File: src/rtl/alu_barrel_pipe_pkg.sv
// Shared definitions for the pipelined barrel shifter: mode encodings and
// a helper that folds reserved modes onto PASS.
package alu_barrel_pipe_pkg;

  localparam logic [2:0] MODE_PASS = 3'b000;
  localparam logic [2:0] MODE_SLL  = 3'b001;
  localparam logic [2:0] MODE_SRL  = 3'b010;
  localparam logic [2:0] MODE_SRA  = 3'b011;
  localparam logic [2:0] MODE_ROL  = 3'b100;
  localparam logic [2:0] MODE_ROR  = 3'b101;

  // Reserved encodings (110/111) behave exactly like PASS, so they are
  // normalised once at capture and the stages only ever see legal modes.
  function automatic logic [2:0] mode_norm(input logic [2:0] s);
    logic [2:0] m;
    case (s)
      MODE_SLL, MODE_SRL, MODE_SRA, MODE_ROL, MODE_ROR: m = s;
      default:                                           m = MODE_PASS;
    endcase
    return m;
  endfunction

endpackage

File: src/rtl/alu_barrel_pipe_stage.sv
// One barrel-shifter pipeline stage: conditionally shifts by DIST in the
// carried mode (when the matching amount bit is set) and registers the word
// with its side-band (valid, mode, sign, amount, zero flag). Holds when en=0.
module alu_barrel_stage
  import alu_barrel_pipe_pkg::*;
#(
  parameter int N    = 8,
  parameter int DIST = 1
) (
  input  logic                 clk,
  input  logic                 rst,
  input  logic                 en,
  input  logic                 valid_i,
  input  logic [N-1:0]         data_i,
  input  logic [2:0]           mode_i,
  input  logic                 sign_i,
  input  logic [$clog2(N)-1:0] amt_i,
  output logic                 valid_o,
  output logic [N-1:0]         data_o,
  output logic [2:0]           mode_o,
  output logic                 sign_o,
  output logic [$clog2(N)-1:0] amt_o,
  output logic                 zf_o
);

  localparam int LOGN = $clog2(N);
  localparam int BIT  = $clog2(DIST);

  logic            valid_q;
  logic [N-1:0]    data_q;
  logic [N-1:0]    data_d;
  logic [2:0]      mode_q;
  logic            sign_q;
  logic [LOGN-1:0] amt_q;
  logic            zf_q;
  logic            zf_d;

  // Shift by DIST in the carried mode when this stage's amount bit is set.
  always_comb begin
    data_d = data_i;
    if (amt_i[BIT]) begin
      case (mode_i)
        MODE_SLL: data_d = {data_i[N-1-DIST:0], {DIST{1'b0}}};
        MODE_SRL: data_d = {{DIST{1'b0}}, data_i[N-1:DIST]};
        MODE_SRA: data_d = {{DIST{sign_i}}, data_i[N-1:DIST]};
        MODE_ROL: data_d = {data_i[N-1-DIST:0], data_i[N-1:N-DIST]};
        MODE_ROR: data_d = {data_i[DIST-1:0], data_i[N-1:DIST]};
        default:  data_d = data_i;
      endcase
    end
    zf_d = (data_d == '0);
  end

  // Pipeline register; the zero flag is computed before the flop so the
  // last stage drives ZF with no logic after the register.
  always_ff @(posedge clk or posedge rst) begin
    if (rst) begin
      valid_q <= 1'b0;
      data_q  <= '0;
      mode_q  <= MODE_PASS;
      sign_q  <= 1'b0;
      amt_q   <= '0;
      zf_q    <= 1'b1;
    end else if (en) begin
      valid_q <= valid_i;
      data_q  <= data_d;
      mode_q  <= mode_i;
      sign_q  <= sign_i;
      amt_q   <= amt_i;
      zf_q    <= zf_d;
    end
  end

  assign valid_o = valid_q;
  assign data_o  = data_q;
  assign mode_o  = mode_q;
  assign sign_o  = sign_q;
  assign amt_o   = amt_q;
  assign zf_o    = zf_q;

endmodule

File: src/rtl/alu_barrel_pipe.sv
// Pipelined barrel shifter with valid/ready handshake. LOGN stages, stage k
// shifts by 2^k when AMT[k] is set. The whole pipe advances together when the
// output register is empty or being drained; bubbles travel with the pipe.
module alu_barrel_pipe
  import alu_barrel_pipe_pkg::*;
#(
  parameter int N = 8
) (
  input  logic                 clk,
  input  logic                 rst,
  input  logic                 in_valid,
  output logic                 in_ready,
  input  logic [N-1:0]         A,
  input  logic [2:0]           S,
  input  logic [$clog2(N)-1:0] AMT,
  output logic                 out_valid,
  input  logic                 out_ready,
  output logic [N-1:0]         Z,
  output logic                 ZF
);

  localparam int LOGN = $clog2(N);

  logic            advance;
  logic            v_w  [0:LOGN];
  logic [N-1:0]    d_w  [0:LOGN];
  logic [2:0]      m_w  [0:LOGN];
  logic            s_w  [0:LOGN];
  logic [LOGN-1:0] a_w  [0:LOGN];
  logic            zf_w [1:LOGN];
  logic            unused_tail;
  logic            unused_zf;

  // Global advance: all stages move together, or all hold.
  assign advance  = !out_valid || out_ready;
  assign in_ready = advance;

  // Stage 0 captures the operand; the sign bit travels with the word for SRA.
  assign v_w[0] = in_valid;
  assign d_w[0] = A;
  assign m_w[0] = mode_norm(S);
  assign s_w[0] = A[N-1];
  assign a_w[0] = AMT;

  generate
    for (genvar gi = 0; gi < LOGN; gi++) begin : g_stage
      alu_barrel_stage #(
        .N    (N),
        .DIST (1 << gi)
      ) u_stage (
        .clk     (clk),
        .rst     (rst),
        .en      (advance),
        .valid_i (v_w[gi]),
        .data_i  (d_w[gi]),
        .mode_i  (m_w[gi]),
        .sign_i  (s_w[gi]),
        .amt_i   (a_w[gi]),
        .valid_o (v_w[gi+1]),
        .data_o  (d_w[gi+1]),
        .mode_o  (m_w[gi+1]),
        .sign_o  (s_w[gi+1]),
        .amt_o   (a_w[gi+1]),
        .zf_o    (zf_w[gi+1])
      );
    end
  endgenerate

  // Last stage register drives the outputs directly.
  assign out_valid = v_w[LOGN];
  assign Z         = d_w[LOGN];
  assign ZF        = zf_w[LOGN];

  // Side-band leaving the final stage and intermediate zero flags have no consumer.
  assign unused_tail = ^{m_w[LOGN], s_w[LOGN], a_w[LOGN]};

  // Fold intermediate-stage zero flags together; they have no consumer.
  always_comb begin
    unused_zf = 1'b0;
    for (int i = 1; i < LOGN; i++) begin
      unused_zf = unused_zf ^ zf_w[i];
    end
  end

endmodule

File: config.mk
export PLATFORM = sky130hd
export DESIGN_NAME = alu_barrel_pipe
export DESIGN_NICKNAME = d
export VERILOG_FILES = /design/src/rtl/alu_barrel_pipe_pkg.sv /design/src/rtl/alu_barrel_pipe_stage.sv /design/src/rtl/alu_barrel_pipe.sv
export SDC_FILE = /design/constraint.sdc
export NUM_CORES = 1
export LEC_CHECK = 0
export BUFFER_PORTS_ARGS = -buffer_cell sky130_fd_sc_hd__buf_4
export CAP_MARGIN = 15
export CORE_ASPECT_RATIO = 0.6
export CORE_MARGIN = 3
export CORE_UTILIZATION = 35
export CTS_CLUSTER_DIAMETER = 120
export DETAILED_ROUTE_END_ITERATION = 7
export GPL_ROUTABILITY_DRIVEN = 0
export PLACE_DENSITY = 0.55
export SLEW_MARGIN = 10
export SYNTH_ARGS = -nofsm -noshare
export SYNTH_HDL_FRONTEND = slang
export SYNTH_HIERARCHICAL = 1
export SYNTH_SLANG_ARGS = --single-unit
File: constraint.sdc
create_clock -name clk -period 1.79 [get_ports clk]
set_input_delay 0.0895 -clock clk [delete_from_list [all_inputs] [get_ports clk]]
set_output_delay 0.0895 -clock clk [all_outputs]
set_load 0.02 [all_outputs]
Yosys cells after proc, flatten, opt, wreduce, memory -nomap -nowiden
Index checks and enable logic that the tools add are counted.
- equal/unequal tests: 20
- muxes and demuxes: 7
- reductions and logical operators: 5
- operators with widths (operator ; count):
    $pmux W8 S5 ; 2
    $pmux W8 S4 ; 1
    $eq A3 B2 Y1 const B ; 8
    $eq A3 B3 Y1 const B ; 8
    $mux W8 ; 3
    $eq A3 B1 Y1 const B ; 4
    $logic_not A8 Y1 ; 1
    $reduce_or A5 Y1 ; 1
    $mux W3 ; 1
    $reduce_or A2 Y1 ; 1
    $logic_not A1 Y1 ; 1
    $logic_or A1 B1 Y1 ; 1
- flip-flop bits (word level): 42
- input bits: 18
- output and inout bits: 11
- word-level logic and storage cells: 45

Depth between registers and ports, before layout
Gate-level depths: netlist (run 1).
- word-level depth: 6
- gate-level depth with buffers: 8
- depth with buffers taken out: 6

Modules after synthesis
The synthesis (run 1) kept the hierarchy.
- modules (own cells, without submodules) (module ; times used ; cells each ; area each (um^2) ; seq. area each (um^2)):
    alu_barrel_stage at g_stage[0].u_stage ; 1 ; 108 ; 1111.1 ; 426.7
    alu_barrel_stage at g_stage[1].u_stage ; 1 ; 113 ; 1087.3 ; 426.7
    alu_barrel_stage at g_stage[2].u_stage ; 1 ; 88 ; 890.9 ; 426.7
    alu_barrel_pipe ; 1 ; 4 ; 28.8 ; 0.0

Least setup slack after synthesis (run 1)
Ideal clock, no wire load.
- path type: register to register
- start point: register g_stage[2].u_stage.valid_q
- end point: register g_stage[2].u_stage/amt_o[2] (netlist name)
- setup time: 125 ps
- arrival time: 1803 ps
- path slack: -138 ps
- cell stages (with the launch flop): 5
- path buffers: 2
- cells stage by stage: dfrtp_1 nand2b_1 clkbuf_1 buf_1 mux2_2
- RTL lines (what ; RTL line ; RTL):
    start, declared ; alu_barrel_pipe_stage.sv:29 ; logic valid_q;
    start signal, assigned ; alu_barrel_pipe_stage.sv:65 ; valid_q <= valid_i;

Worst setup path after layout (run 1)
- start point: register g_stage[1].u_stage.mode_q[2]
- end point: register g_stage[2].u_stage.zf_q
- cells in the longest elaborated chain, start to end: 5
- elaborated cells between the ends (all ways): 9
- ends and longest elaborated chain (what ; RTL line ; RTL):
    start, declared ; alu_barrel_pipe_stage.sv:32 ; logic [2:0] mode_q;
    start signal, assigned ; alu_barrel_pipe_stage.sv:67 ; mode_q <= mode_i;
    $eq A3 B3 Y1 ; alu_barrel_pipe_stage.sv:42 ; case (mode_i)
    $reduce_or A2 Y1 (no source line) ; n/a ;
    $pmux W8 S4 (*) ; alu_barrel_pipe_stage.sv:42 ;
    $mux W8 (*) ; alu_barrel_pipe_stage.sv:41 ; if (amt_i[BIT]) begin
    $logic_not A8 Y1 (*) ; alu_barrel_pipe_stage.sv:51 ; zf_d = (data_d == '0);
    end signal, assigned ; alu_barrel_pipe_stage.sv:70 ; zf_q <= zf_d;
    end, declared ; alu_barrel_pipe_stage.sv:35 ; logic zf_q;
Mark *: on every way between the ends. The rest lies on a longest branch, timed or not.
A chain may end at the register's enable or synchronous reset.

==> results of run 1 <==
[metal layers]
layer  GRT usage [%]  vias to the layer above  part of all wire, %
li1                -                     1045                    -
met1           24.44                     1020                   55
met2           19.26                       43                   39
met3           4.750                        4                  5.2
met4           3.218                        0                 0.70
met5               0                        -                    0
[metrics by stage]
stage	cell area (sq um)	util [%]
floorplan	2564	-
global placement	2859	41.57
detailed placement	2859	41.57
CTS	3029	44.04
global route	3032	44.08
finish	3032	44.08
[worst max-delay path, stage by stage, from the launching register on]
cell and delay [ps]:
dfrtp_2 460, o21ba_1 250, a21o_1 200, or4_1 400
a21oi_1 140, a32o_2 170
[power breakdown]
part	internal (mW)	switching (mW)
sequential	1.24	0.386
combinational	0.899	0.970
clock	0.592	0.353
total	2.73	1.71
[sequential cells by signal, summed over array words and instances, names as in the netlist]
signal / flops
g_stage.u_stage/amt_o: 3
g_stage.u_stage/data_o: 24
g_stage.u_stage/mode_o: 6
g_stage.u_stage/sign_o: 2
g_stage.u_stage/valid_o: 3
g_stage.u_stage/zf_o: 1
[path summary, 6_finish.rpt]
check                                                          from                                       end  slack (ps)  cells past startpoint
max in group asynchronous                                       rst  g_stage[0].u_stage/data_o[3]$_DFFE_PP0P_         980                      3
max reg2reg                g_stage[1].u_stage/mode_o[2]$_DFFE_PP0P_       g_stage[2].u_stage/zf_o$_DFFE_PP1P_         110                      5
max                        g_stage[1].u_stage/mode_o[2]$_DFFE_PP0P_       g_stage[2].u_stage/zf_o$_DFFE_PP1P_         110                      5
min reg2reg                g_stage[2].u_stage/data_o[7]$_DFFE_PP0P_  g_stage[2].u_stage/data_o[7]$_DFFE_PP0P_         490                      2
min in group asynchronous                                       rst    g_stage[2].u_stage/valid_o$_DFFE_PP0P_         360                      3
min                                                          AMT[2]   g_stage[0].u_stage/amt_o[2]$_DFFE_PP0P_          40                      2
[final cells by class]
type / count / share of cell area (%)
multi-input combinational: 200 / 46.18
sequential: 39 / 32.32
timing repair buffer: 44 / 11.39
clock buffer: 7 / 5.035
tap: 87 / 3.591
inverter: 10 / 1.238
clock inverter: 1 / 0.2476
[timing repair]
item                                    4_1_cts  5_1_grt
endpoints found under the setup margin        0        1
gates resized for setup                       0        2
hold endpoints to repair                     38        0
hold buffers                                  1        0
==> summary.md, run 1 <==
| Metric | Value |
|---|---|
| Outcome | finished, final reports clean |
| Final Slew Violations | 0 |
| RSZ-0062 raised after global routing | no |
| CTS max path bufs | 2 |
| Pin count of the biggest net entering global routing | 18 |
| Final worst-path setup slack | 112.6 ps |
| Power Density | 1463 mW/mm^2 |
| Most frequent cells in the layout | buf_4 (42), dfrtp_1 (36), nor2_1 (26) |
| Final hold violation count | 0 |
| CP startpoint kind | flop |
| Syn Inst Count | 269 |
| Core Area | 0.006878 sq mm |
| H-tree depth | 2 |
| Skew-Pair Late Insertion Delay | 280 ps |
| CTS tree | built |
| Iteration-0 DRC Markers | 113 |
| Die outline height | 72.30 um |
| Final antenna-violating net count | 0 |
| Antenna diode count | 0 |
| Cell area after synthesis | 0.002564 sq mm |
| Register Area | 979.7 sq um |
| Slew headroom | 61.41% |
| Drt via density | 5.443 |
| Worst ir drop on vdd | 0.4719 mV |
| Vias in the first global route | 1,980 |
| DRC | 0 |
| Chip Width | 116.5 um |
| Critical Path Fanout Max | 10 |
| Finished Layout Cells | 388 |
| Layout cells sized above 1 | 27.24% |
| Final Cycle Share | 93.71% |
| Area taken by multi-input logic gates | 0.001400 sq mm |
| Reg clk slew, reported paths | 60 ps |
| Worst setup EP type | flop |
| First-pass GRT wire length | 10.07 mm |
| Mapped Nets | 287 |
| Setup Viol. Count Final | 0 |
| Place WS | 82.11 ps |
| Post-CTS setup buffers | 0 |
| IO Pins | 29 |
| Post-DP HPWL | 4.456 mm |
| WL final | 5.881 mm |
| Clock sink count | 39 |
| Full die area | 0.008422 sq mm |
| Layout Skew | 2.180 ps |
| Initial antenna violation count | 0 |
| Worst Hold Class | in -> reg |
| Fmax achieved | 0.5961 GHz |
| Crit Path Category | reg -> reg |
| Area growth syn-to-layout | 18.25% |
| Fin nets | 318 |
| Max-cap violations | 0 |
| Syn Area/Cell | 9.531 sq um |
| Worst-Margin Slew | 578.1 ps |
| Crit path DAT | 1910 ps |
| Commonest non-fill, non-tap cell in the layout | buf_4 |
| Num rows | 23 |
| Setup TNS | 0 ps |
| Synth warnings | 6 |
| Leakage | 1.362 nW |
| DR pass1 iterations | 4 |
| GRT overflow | 0 |
| CTS Root Cell | clkbuf_16 |
| Power Total | 4.436 mW |
| Starting Density | 37.27% |
| Min Hold Slack | 35.68 ps |
| Vias | 2,112 |
| Routed length per instance | 15.16 um |
| Critical Path RT | 2020 ps |
| FILL cells | 656 |
| Buffers on Ports | 28 |
| Global Route Usage Sum | 15.15% |
| Placed Cells | 379 |
| Period minus WS final | 1677 ps |
| CTS Buf Count | 5 |
Power figures use the tool's default switching activity.
==> run 2: changes to the inputs <==
--- a/config.mk
+++ b/config.mk
@@ -13,6 +13,7 @@
 export CTS_CLUSTER_DIAMETER = 120
 export DETAILED_ROUTE_END_ITERATION = 7
 export GPL_ROUTABILITY_DRIVEN = 0
+export MAX_ROUTING_LAYER = met4
 export PLACE_DENSITY = 0.55
 export SLEW_MARGIN = 10
 export SYNTH_ARGS = -nofsm -noshare
==> run 2 against run 1 <==
Against the previous run:
- combinational power hardly changed
- critical path type unchanged
- global-route usage up 0.48 points
- register-to-register slack about the same
- clock power barely moved
- largest cell class unchanged
- critical endpoint unchanged
- sequential cell count is the same
- largest power group unchanged
==> summary.md, run 2 (same netlist as run 1, synthesis figures left out) <==
| Metric | Value |
|---|---|
| Outcome | finished, final reports clean |
| Routed length per instance | 15.06 um |
| Power Density | 1463 mW/mm^2 |
| Pin count of the biggest net entering global routing | 18 |
| Max-cap violations | 0 |
| Worst setup EP type | flop |
| Max FFs per register | 24 |
| CP Capture Point | g_stage[2].u_stage/zf_o$_DFFE_PP1P_ |
| IO Pins | 29 |
| Timing startpoint of the critical path | g_stage[1].u_stage/mode_o[0]$_DFFE_PP0P_ |
| Final antenna-violating net count | 0 |
| Buffers on Ports | 28 |
| Worst Hold Class | in -> reg |
| Setup TNS | 0 ps |
| Power Total | 4.435 mW |
| Worst-Margin Slew | 578.1 ps |
| DR pass1 iterations | 4 |
| Final core utilization | 44.08% |
| Critical Path RT | 2020 ps |
| Fin nets | 318 |
| First-pass GRT wire length | 10.10 mm |
| Reg clk slew, reported paths | 60 ps |
| Num rows | 23 |
| RSZ-0062 raised after global routing | no |
| CP startpoint kind | flop |
| Full die area | 0.008422 sq mm |
| Most frequent cells in the layout | buf_4 (42), dfrtp_1 (36), nor2_1 (26) |
| Crit path DAT | 1910 ps |
| CTS Root Cell | clkbuf_16 |
| Final Slew Violations | 0 |
| Setup Viol. Count Final | 0 |
| CTS tree | built |
| Post-CTS setup buffers | 0 |
| DRC | 0 |
| Clock sink count | 39 |
| Core Area | 0.006878 sq mm |
| GRT overflow | 0 |
| Worst ir drop on vdd | 0.4736 mV |
| R2r setup slk | 110 ps |
| H-tree depth | 2 |
| CTS max path bufs | 2 |
| Critical Path Fanout Max | 9 |
| Drt via density | 5.482 |
| Die outline height | 72.30 um |
| Leakage | 1.362 nW |
| Vias | 2,127 |
| Vias in the first global route | 1,970 |
| Global Route Usage Sum | 15.62% |
| Skew-Pair Late Insertion Delay | 280 ps |
| Chip Width | 116.5 um |
| Starting Density | 37.27% |
| R2r worst-path depth | 5 |
| Initial antenna violation count | 0 |
| CTS Buf Count | 5 |
| FF-to-FF End | g_stage[2].u_stage/zf_o$_DFFE_PP1P_ |
| Final Cycle Share | 93.78% |
| Crit Path Category | reg -> reg |
| Layout Skew | 3.019 ps |
| WL final | 5.843 mm |
| Layout cells sized above 1 | 27.24% |
| Slew headroom | 61.42% |
| Commonest non-fill, non-tap cell in the layout | buf_4 |
| Post-DP HPWL | 4.456 mm |
| Iteration-0 DRC Markers | 136 |
| Period minus WS final | 1679 ps |
| Min Hold Slack | 35.24 ps |
| Fmax achieved | 0.5957 GHz |
| Final hold violation count | 0 |
| FF-to-FF Start | g_stage[1].u_stage/mode_o[0]$_DFFE_PP0P_ |
| Antenna diode count | 0 |
| Area growth syn-to-layout | 18.25% |
-- run 2: worst min-delay path by stage --
| stage | start | to | depth (start not counted) |
|---|---|---|---|
| floorplan | rst | g_stage[2].u_stage/data_o[0]$_DFFE_PP0P_ | 1 |
| global placement | rst | g_stage[2].u_stage/valid_o$_DFFE_PP0P_ | 2 |
| detailed placement | rst | g_stage[2].u_stage/valid_o$_DFFE_PP0P_ | 2 |
| CTS | AMT[2] | g_stage[0].u_stage/amt_o[2]$_DFFE_PP0P_ | 2 |
| global route | AMT[1] | g_stage[0].u_stage/amt_o[1]$_DFFE_PP0P_ | 2 |
| finish | AMT[2] | g_stage[0].u_stage/amt_o[2]$_DFFE_PP0P_ | 2 |
-- run 2: routing by layer --
layer	wire [um]	global-route usage [%]
met3	257	3.750
met2	2248	19.20
met5	0	-
met1	3270	24.54
met4	67	4.762
-- run 2: layout make-up --
cell class | instances | area [sq um]
sequential | 39 | 979.7
tap | 87 | 108.9
fill | 656 | 3846
multi-input combinational | 200 | 1400
timing repair buffer | 44 | 345.3
inverter | 10 | 37.54
clock inverter | 1 | 7.507
clock buffer | 7 | 152.6
-- run 2: through the flow --
stage	area, sq um	cells	setup WS [ps]
final	3032	388	111.4
after global routing	3032	388	2.756
after CTS	3029	388	58.11
after detailed placement	2859	379	82.11
after global placement	2859	379	126.8
after floorplan	2564	269	190.4
-- run 2: timing repair --
action | CTS | global route
gates resized for setup | 0 | 2
hold buffers | 1 | 0
hold endpoints to repair | 38 | 0
setup endpoints to repair | 0 | 1
-- run 2: critical path: stages, from the launching register on --
cell and delay (ps):
dfrtp_1 450, or3_1 170, nand3_2 180, or4_1 510, a21oi_1 140, a32o_2 170
-- run 2: power breakdown --
group          internal [mW]  switching (mW)  leakage (nW)
Clock                  0.592           0.351        0.0761
Sequential              1.24           0.387         0.470
Combinational          0.899           0.971         0.816
